==> src/rtl/mux41_pkg.sv <==
// Shared types and constants for the 4:1 mux arbiter: FSM states, requester indices and
// the {S2,S1} select code each requester drives into the mux.
package mux41_pkg;

  typedef enum logic [0:0] {IDLE, XFER} state_e;

  localparam int unsigned REQ_A = 0;
  localparam int unsigned REQ_B = 1;
  localparam int unsigned REQ_C = 2;
  localparam int unsigned REQ_D = 3;

  localparam logic [1:0] SEL_A = 2'b11;
  localparam logic [1:0] SEL_B = 2'b10;
  localparam logic [1:0] SEL_C = 2'b01;
  localparam logic [1:0] SEL_D = 2'b00;

  function automatic logic [1:0] sel_code(input logic [1:0] idx);
    logic [1:0] code;
    case (idx)
      2'(REQ_A): code = SEL_A;
      2'(REQ_B): code = SEL_B;
      2'(REQ_C): code = SEL_C;
      default:   code = SEL_D;
    endcase
    return code;
  endfunction

endpackage

==> src/rtl/rr_pick4.sv <==
// Combinational round-robin picker: first set request strictly after the last-granted
// index, in circular order A>B>C>D>A.
module rr_pick4 (
  input  logic [3:0] req,
  input  logic [1:0] last,
  output logic [3:0] win,
  output logic [1:0] idx
);

  logic [1:0] cand;
  logic       found;

  always_comb begin
    win   = '0;
    idx   = last;
    found = 1'b0;
    cand  = last;
    // i=4 wraps back to last itself, so a lone requester can be re-picked.
    for (int i = 1; i <= 4; i++) begin
      cand = last + 2'(i);
      if (!found && req[cand]) begin
        found     = 1'b1;
        idx       = cand;
        win[cand] = 1'b1;
      end
    end
  end

endmodule

==> src/rtl/mux41_arbiter.sv <==
// Round-robin arbiter/sequencer for the 4:1 mux with a one-entry valid/ready output stage.
// Optional ARB_LOCK_EN adds a LOCK input that keeps the grant across burst boundaries.
module mux41_arbiter
  import mux41_pkg::*;
#(
  parameter int unsigned WIDTH     = 8,
  parameter int unsigned BURST_MAX = 4
) (
`ifdef ARB_LOCK_EN
  input  logic             LOCK,
`endif
  input  logic             CLK,
  input  logic             RSTN,
  input  logic [3:0]       REQ,
  output logic [3:0]       GNT,
  output logic             S1,
  output logic             S2,
  input  logic [WIDTH-1:0] MUX_Q,
  output logic [WIDTH-1:0] DOUT,
  output logic             OUT_VLD,
  input  logic             OUT_RDY,
  output logic             BUSY
);

  localparam int unsigned CNT_W = $clog2(BURST_MAX + 1);
  localparam logic [CNT_W-1:0] LAST_CNT = CNT_W'(BURST_MAX - 1);

  state_e             state_q, state_d;
  logic [3:0]         gnt_q, gnt_d;
  logic [1:0]         sel_q, sel_d;
  logic [1:0]         ptr_q, ptr_d;
  logic [1:0]         gidx_q, gidx_d;
  logic [CNT_W-1:0]   cnt_q, cnt_d;
  logic               settle_q, settle_d;
  logic [WIDTH-1:0]   dout_q, dout_d;
  logic               vld_q, vld_d;

  logic [3:0]         win;
  logic [1:0]         win_idx;
  logic               req_g;
  logic               beat;
  logic               lock;

  rr_pick4 u_pick (
    .req  (REQ),
    .last (ptr_q),
    .win  (win),
    .idx  (win_idx)
  );

`ifdef ARB_LOCK_EN
  assign lock = LOCK;
`else
  assign lock = 1'b0;
`endif

  assign req_g = REQ[gidx_q];
  // The first XFER cycle only lets the mux settle after the select change.
  assign beat  = (state_q == XFER) && !settle_q && req_g && (!vld_q || OUT_RDY);

  always_comb begin
    state_d  = state_q;
    gnt_d    = gnt_q;
    sel_d    = sel_q;
    ptr_d    = ptr_q;
    gidx_d   = gidx_q;
    cnt_d    = cnt_q;
    settle_d = settle_q;
    dout_d   = dout_q;
    vld_d    = vld_q;

    if (beat) begin
      dout_d = MUX_Q;
      vld_d  = 1'b1;
    end else if (OUT_RDY) begin
      vld_d  = 1'b0;
    end

    case (state_q)
      IDLE: begin
        if (|REQ) begin
          state_d  = XFER;
          gnt_d    = win;
          gidx_d   = win_idx;
          sel_d    = sel_code(win_idx);
          cnt_d    = '0;
          settle_d = 1'b1;
        end
      end
      XFER: begin
        settle_d = 1'b0;
        if (!req_g || (beat && (cnt_q == LAST_CNT) && !lock)) begin
          state_d = IDLE;
          gnt_d   = '0;
          ptr_d   = gidx_q;
        end else if (beat) begin
          cnt_d = (cnt_q == LAST_CNT) ? '0 : cnt_q + CNT_W'(1);
        end
      end
      default: state_d = IDLE;
    endcase
  end

  always_ff @(posedge CLK or negedge RSTN) begin
    if (!RSTN) begin
      state_q  <= IDLE;
      gnt_q    <= '0;
      sel_q    <= SEL_D;
      ptr_q    <= 2'(REQ_D);
      gidx_q   <= 2'(REQ_A);
      cnt_q    <= '0;
      settle_q <= 1'b0;
      dout_q   <= '0;
      vld_q    <= 1'b0;
    end else begin
      state_q  <= state_d;
      gnt_q    <= gnt_d;
      sel_q    <= sel_d;
      ptr_q    <= ptr_d;
      gidx_q   <= gidx_d;
      cnt_q    <= cnt_d;
      settle_q <= settle_d;
      dout_q   <= dout_d;
      vld_q    <= vld_d;
    end
  end

  assign GNT     = gnt_q;
  assign S2      = sel_q[1];
  assign S1      = sel_q[0];
  assign DOUT    = dout_q;
  assign OUT_VLD = vld_q;
  assign BUSY    = (state_q == XFER);

endmodule
==> config.mk <==
export PLATFORM = sky130hd
export DESIGN_NAME = mux41_arbiter
export DESIGN_NICKNAME = d
export VERILOG_FILES = /design/src/rtl/mux41_pkg.sv /design/src/rtl/rr_pick4.sv /design/src/rtl/mux41_arbiter.sv
export SDC_FILE = /design/constraint.sdc
export NUM_CORES = 1
export LEC_CHECK = 0
export ABC_AREA = 0
export CORE_MARGIN = 3
export CORE_UTILIZATION = 35
export CTS_CLUSTER_SIZE = 20
export DETAILED_ROUTE_END_ITERATION = 8
export PLACE_DENSITY_LB_ADDON = 0.1
export SLEW_MARGIN = 20
export SYNTH_ARGS = -nofsm -noshare
export SYNTH_HDL_FRONTEND = slang
export SYNTH_SLANG_ARGS = --single-unit
==> constraint.sdc <==
create_clock -name CLK -period 6.1 [get_ports CLK]
set_input_delay 1.525 -clock CLK [delete_from_list [all_inputs] [get_ports CLK]]
set_output_delay 1.525 -clock CLK [all_outputs]
set_load 0.05 [all_outputs]
* Yosys cells after proc, flatten, opt, wreduce, memory -nomap -nowiden *
Index checks and enable logic that the tools add are counted.

cells by class
  equality and inequality tests = 7
  divide/modulo/power cells = 0
  bitwise operators = 4
  $mul = 0
  muxes and demuxes = 45
  shift-type cells = 0
  $lt $le $gt $ge = 9
  add/subtract/negate cells = 4
  reductions and logical operators = 26

operator list
  operator                                                                              number
  4-bit two-way mux                                                                     6
  1-bit two-way mux                                                                     17
  2-bit by 3-bit < comparator with 1-bit output (second input constant)                 5
  3-bit two-way mux                                                                     4
  4-bit bitwise OR                                                                      3
  1-bit logical AND                                                                     11
  1-bit binary-select mux with 2-bit select                                             5
  1-bit demux with 2-bit select                                                         4
  2-bit by 1-bit greater-or-equal comparator with 1-bit output (second input constant)  4
  2-bit two-way mux                                                                     4
  4-bit case mux with 2 select lines                                                    1
  1-bit zero test                                                                       6
  2-bit case mux with 3 select lines                                                    1
  3-bit case mux with 2 select lines                                                    1
  2-bit AND reduction                                                                   3
  2-bit adder (second input constant)                                                   2
  2-bit by 1-bit inequality test with 1-bit output (second input constant)              2
  2-bit inequality test (second input constant)                                         2
  1-bit case mux with 2 select lines                                                    2
  4-bit OR reduction                                                                    1
  3-bit by 1-bit adder with 3-bit output (second input constant)                        1
  3-bit by 2-bit equality test with 1-bit output (second input constant)                1
  3-bit AND reduction                                                                   1
  2-bit by 1-bit adder with 2-bit output (second input constant)                        1
  6 further kinds                                                                       7

word-level totals
  bits in latches = 0
  memory bits (writable) = 0
  output and inout bits = 16
  ROM bits = 0
  memories = 0
  register bits = 24

* Logic depth before layout (Yosys ltp) *
  word-level depth = 15
  mapped depth = 7
  gate-level depth less buffers = 6

* Hierarchy *
A second synthesis with hierarchy kept.

unflattened totals
  cell total of the unflattened synthesis = 163
  area total of the unflattened synthesis = 1645.3 µm²

modules (own cells, without submodules)
  module         sequential area each (µm²)  instances  area each (µm²)  cells an instance
  mux41_arbiter  603.1                       1          1068.5           83
  rr_pick4       0.0                         1          576.8            80

* Least setup slack after synthesis *
No wires, ideal clock.

  kind = input to register
  from = input REQ[1]
  to = register gnt_q[0], in the netlist GNT[0]
  arrival = 2.698 ns
  stages = 6
  slack = 3.268 ns
  buffers on the path = 1
  setup time = 0.134 ns
  cells stage by stage = buf_2 > mux4_2 > nand2_1 > mux2i_1 > a222oi_1 > o21ai_1

on the way
  cells in the longest elaborated chain, start to end = 14

ends and longest elaborated chain
  item                                       RTL line              source
  start: declaration                         mux41_arbiter.sv:14   input logic [3:0] REQ,
  1-bit binary-select mux with 2-bit select  rr_pick4.sv:21        if (!found && req[cand]) begin
  1-bit two-way mux (implied by the code)    rr_pick4.sv:21
  1-bit two-way mux                          rr_pick4.sv:21
  1-bit zero test                            rr_pick4.sv:21
  1-bit logical AND                          rr_pick4.sv:21
  1-bit two-way mux                          rr_pick4.sv:21
  1-bit zero test                            rr_pick4.sv:21
  1-bit logical AND                          rr_pick4.sv:21
  1-bit two-way mux                          rr_pick4.sv:21
  1-bit zero test                            rr_pick4.sv:21
  1-bit logical AND                          rr_pick4.sv:21
  4-bit two-way mux                          rr_pick4.sv:21
  4-bit two-way mux                          mux41_arbiter.sv:81   if (|REQ) begin
  4-bit case mux with 2 select lines         mux41_arbiter.sv:79   case (state_q)
  end signal: assignment                     mux41_arbiter.sv:117  gnt_q <= gnt_d;
  end: declaration                           mux41_arbiter.sv:29   logic [3:0] gnt_q, gnt_d;

Several ways; a longest one is shown, not always the timed one. The select of a mux whose other input is x is not followed.
A chain may end at the register's enable or synchronous reset.

* Final worst setup path *
  from = input REQ[2]
  to = register cnt_q[0]

on the way
  cells in the longest elaborated chain, start to end = 8

ends and longest elaborated chain
  item                                       RTL line              source
  1-bit binary-select mux with 2-bit select  mux41_arbiter.sv:57   assign req_g = REQ[gidx_q];
  1-bit two-way mux (implied by the code)    mux41_arbiter.sv:57
  1-bit logical AND (2 in a row)             mux41_arbiter.sv:59   assign beat = (state_q == XFER) && !settle_q && req_g && (!vld_q || OUT_RDY);
  1-bit logical AND                          mux41_arbiter.sv:92   if (!req_g || (beat && (cnt_q == LAST_CNT) && !lock)) begin
  1-bit logical OR                           mux41_arbiter.sv:92
  2-bit inequality test (no source line)     --
  3-bit AND reduction (no source line) (*)   --
  end signal: assignment                     mux41_arbiter.sv:121  cnt_q <= cnt_d;
  end: declaration                           mux41_arbiter.sv:33   logic [CNT_W-1:0] cnt_q, cnt_d;

Every way passes the cells marked *; elsewhere a longest branch is shown, timed or not. The select of a mux whose other input is x is not followed.

==> results.sh <==
export IMPL_clk_latency_ns=0.26
export IMPL_ys_seq_area_share_pct=37.0
export IMPL_die_h_um=74.3
export IMPL_cts_buffers=3
export IMPL_synth_cell_types=49
export IMPL_hp_class="reg2reg"
export IMPL_r2r_start="ptr_q[0]"
export IMPL_critical_path_endpoint_type="flop"
export IMPL_synth_fp_nets=173
export IMPL_nets=198
export IMPL_multi_input_area_um2=918
export IMPL_cp_max_fo=13
export IMPL_critical_path_startpoint_type="input port"
export IMPL_wire_per_inst_um=15.7
export IMPL_synthSimpleGateAreaFrac_pct=11.8
export IMPL_fin_util_pct=45.3
export IMPL_seq_area_um2=603
export IMPL_hold_violations=0
export IMPL_ios=31
export IMPL_dr_pass1_iters=4
export IMPL_grt_max_degree=25
export IMPL_critPathKind="in2reg"
export IMPL_crit_required_ns=6.29
export IMPL_num_antenna_cells=0
export IMPL_drc=0
export IMPL_cts_setup_buffers=0
export IMPL_final_cell_mix="29 x clkdlybuf4s50_1, 22 x dfrtp_1, 12 x inv_1"
export IMPL_htreeDepth=1
export IMPL_tightest_slew_ns=0.614
export IMPL_startpoint="REQ[2]"
export IMPL_p_leak_nw=0.856
export IMPL_grt_pass1_wl_um=5760
export IMPL_grt_overflow_total=0
export IMPL_synth_area_um2=1630
export IMPL_die_w_um=74.3
export IMPL_synth_top_family_by_area="multiplexers"
export IMPL_num_rows=24
export IMPL_path_clk_slew_ns=0.09
export IMPL_ys_ff_latch=24
export IMPL_r2r_slack_ns=3.50
export IMPL_core_area_um2=4410
export IMPL_async_flop_share_pct=100
export IMPL_ff2ff_path_depth=6
export IMPL_slew_headroom_pct=58.7
export IMPL_hpwl_um=2700
export IMPL_final_setup_skew_ns=0.00801
export IMPL_cts_tree="yes"
export IMPL_drt_initial_drc_count=66
export IMPL_min_period_over_period_pct=58.3
export IMPL_synth_cells=149
export IMPL_rr_endpoint="GNT[3]"
export IMPL_clockBufferDepth=2
export IMPL_fin_setup_tns_ns=0
export IMPL_crit_end="cnt_q[0]"
export IMPL_grt_pass1_vias=1234
export IMPL_synth_xor_area_share_pct=0
export IMPL_antenna_found_initial=0
export IMPL_ctsResizeCount=0
export IMPL_synth_edf_count=0
export IMPL_detail_route_antenna_nets=0
export IMPL_status="completed"
export IMPL_clock_sinks=24
export IMPL_setup_viol=0
export IMPL_io_buffers=30
export IMPL_synthMuxAreaShare_pct=20.7
export IMPL_wl_um=3530
export IMPL_cts_root_buf="clkbuf_8"
export IMPL_syn_avg_cell_area_um2=11.0
export IMPL_fmax_mhz=281
export IMPL_synthAdderAreaFrac_pct=6.90
export IMPL_synth_compound_area_share_pct=16.9
export IMPL_n_fill_cell=386
export IMPL_place_congestion=0.764
export IMPL_power_density_nw_per_um2=580
export IMPL_vias_per_cell=5.45
export IMPL_drive_gt1_share_pct=17.3
export IMPL_slew_violations=0
export IMPL_start_util_pct=37.0
export IMPL_route_vias_total=1227
export IMPL_ys_warn_count=0
export IMPL_layout_cells_most_common="clkdlybuf4s50_1"
export IMPL_arrival_ns=3.75
export IMPL_drv_cap=0
export IMPL_synthFlopType="dfrtp_1"
export IMPL_grt_use_total_pct=13.3
export IMPL_vdd_drop_max_mv=0.294
export IMPL_rsz0062_at_grt="false"
export IMPL_hold_buffers=0
export IMPL_post_route_min_period_ns=3.55
export IMPL_area_growth_pct=22.5
export IMPL_die_area_um2=5520
-- state kept, by name, indices dropped and copies added, names as in the netlist --
name and cells:
BUSY 1, DOUT 8, GNT 4, OUT_VLD 1
cnt_q 3, gidx_q 2, ptr_q 2, sel_q 2
settle_q 1
-- where the power goes --
| part | leakage, nW | internal (W) | switching [W] |
|---|---|---|---|
| Combinational | 0.528 | 0.000301 | 0.000400 |
| Clock | 0.0357 | 0.0000877 | 0.0000507 |
| Sequential | 0.292 | 0.000236 | 0.0000837 |
| Total | 0.856 | 0.000625 | 0.000534 |
-- worst max-delay path, stage by stage --
cell	delay, ns
clkdlybuf4s50_1	0.74
mux4_2	0.36
nand2_2	0.08
or3_1	0.59
a21oi_4	0.25
mux2i_1	0.20
-- cell families after synthesis --
group / count (synthesis)
and+or+nand+nor: 36
AOI/OAI and AO/OA: 35
DFF: 24
muxes: 23
buffers and inverters: 22
adders and majority gates: 9
-- how the worst min path moves through the flow --
| stage | from | endpoint | slack, ns | cells past startpoint |
|---|---|---|---|---|
| finish | cnt_q[0] | cnt_q[0] | 0.49 | 1 |
| CTS | cnt_q[0] | cnt_q[0] | 0.49 | 1 |
| global placement | cnt_q[0] | cnt_q[0] | 0.47 | 1 |
| global route | DOUT[2] | DOUT[2] | 0.53 | 1 |
| floorplan | cnt_q[0] | cnt_q[0] | 0.45 | 1 |
| detailed placement | cnt_q[0] | cnt_q[0] | 0.48 | 1 |
-- layout make-up --
class                           instances  share of cell area [%]
Multi-Input combinational cell        103                    46.0
Timing Repair Buffer                   30                    14.8
Inverter                               12                    2.25
Clock inverter                          1                    1.50
Clock buffer                            3                    2.07
Tap cell                               52                    3.26
Sequential cell                        24                    30.2
-- synth_stat cells (2+ instances only) --
master	count	share of area [%]
a22oi_1	4	1.8
nand2_1	9	2.1
nor2_1	7	1.6
mux2_4	8	7.4
mux4_2	4	5.5
o21ai_0	4	1.2
dfstp_2	2	3.2
dfrtp_1	22	34
clkbuf_1	2	0.46
o211ai_1	2	0.92
mux2_2	4	2.8
inv_1	12	2.8
nand3_1	2	0.61
nand2b_1	5	1.9
and3_1	2	0.77
nor3_1	2	0.61
mux2i_1	6	3.7
buf_2	5	1.5
o21ai_1	4	1.2
a222oi_1	3	1.8
a32oi_1	2	1.1
ha_1	9	6.9
a21oi_1	3	0.92
-- per-layer routing --
metal / wire length, um / track usage [%]
met5: 0 / 0
met4: 0 / 0.593
met3: 195 / 3.51
met2: 1650 / 21.2
met1: 1680 / 19.2
-- per-stage QoR --
step	hold slack (ns)	setup slack, ns	cell area [um^2]	total power, W	std cells
final	0.493	2.55	2000	0.00116	225
after global routing	0.532	2.39	2000	0.00124	225
after CTS	0.493	2.55	2000	0.00117	225
after detailed placement	0.481	2.25	1930	0.00103	221
after global placement	0.473	2.32	1930	0.00102	221
after floorplan	0.455	3.27	1630	0.000850	149
No activity file was read; power rests on OpenSTA's default activity.
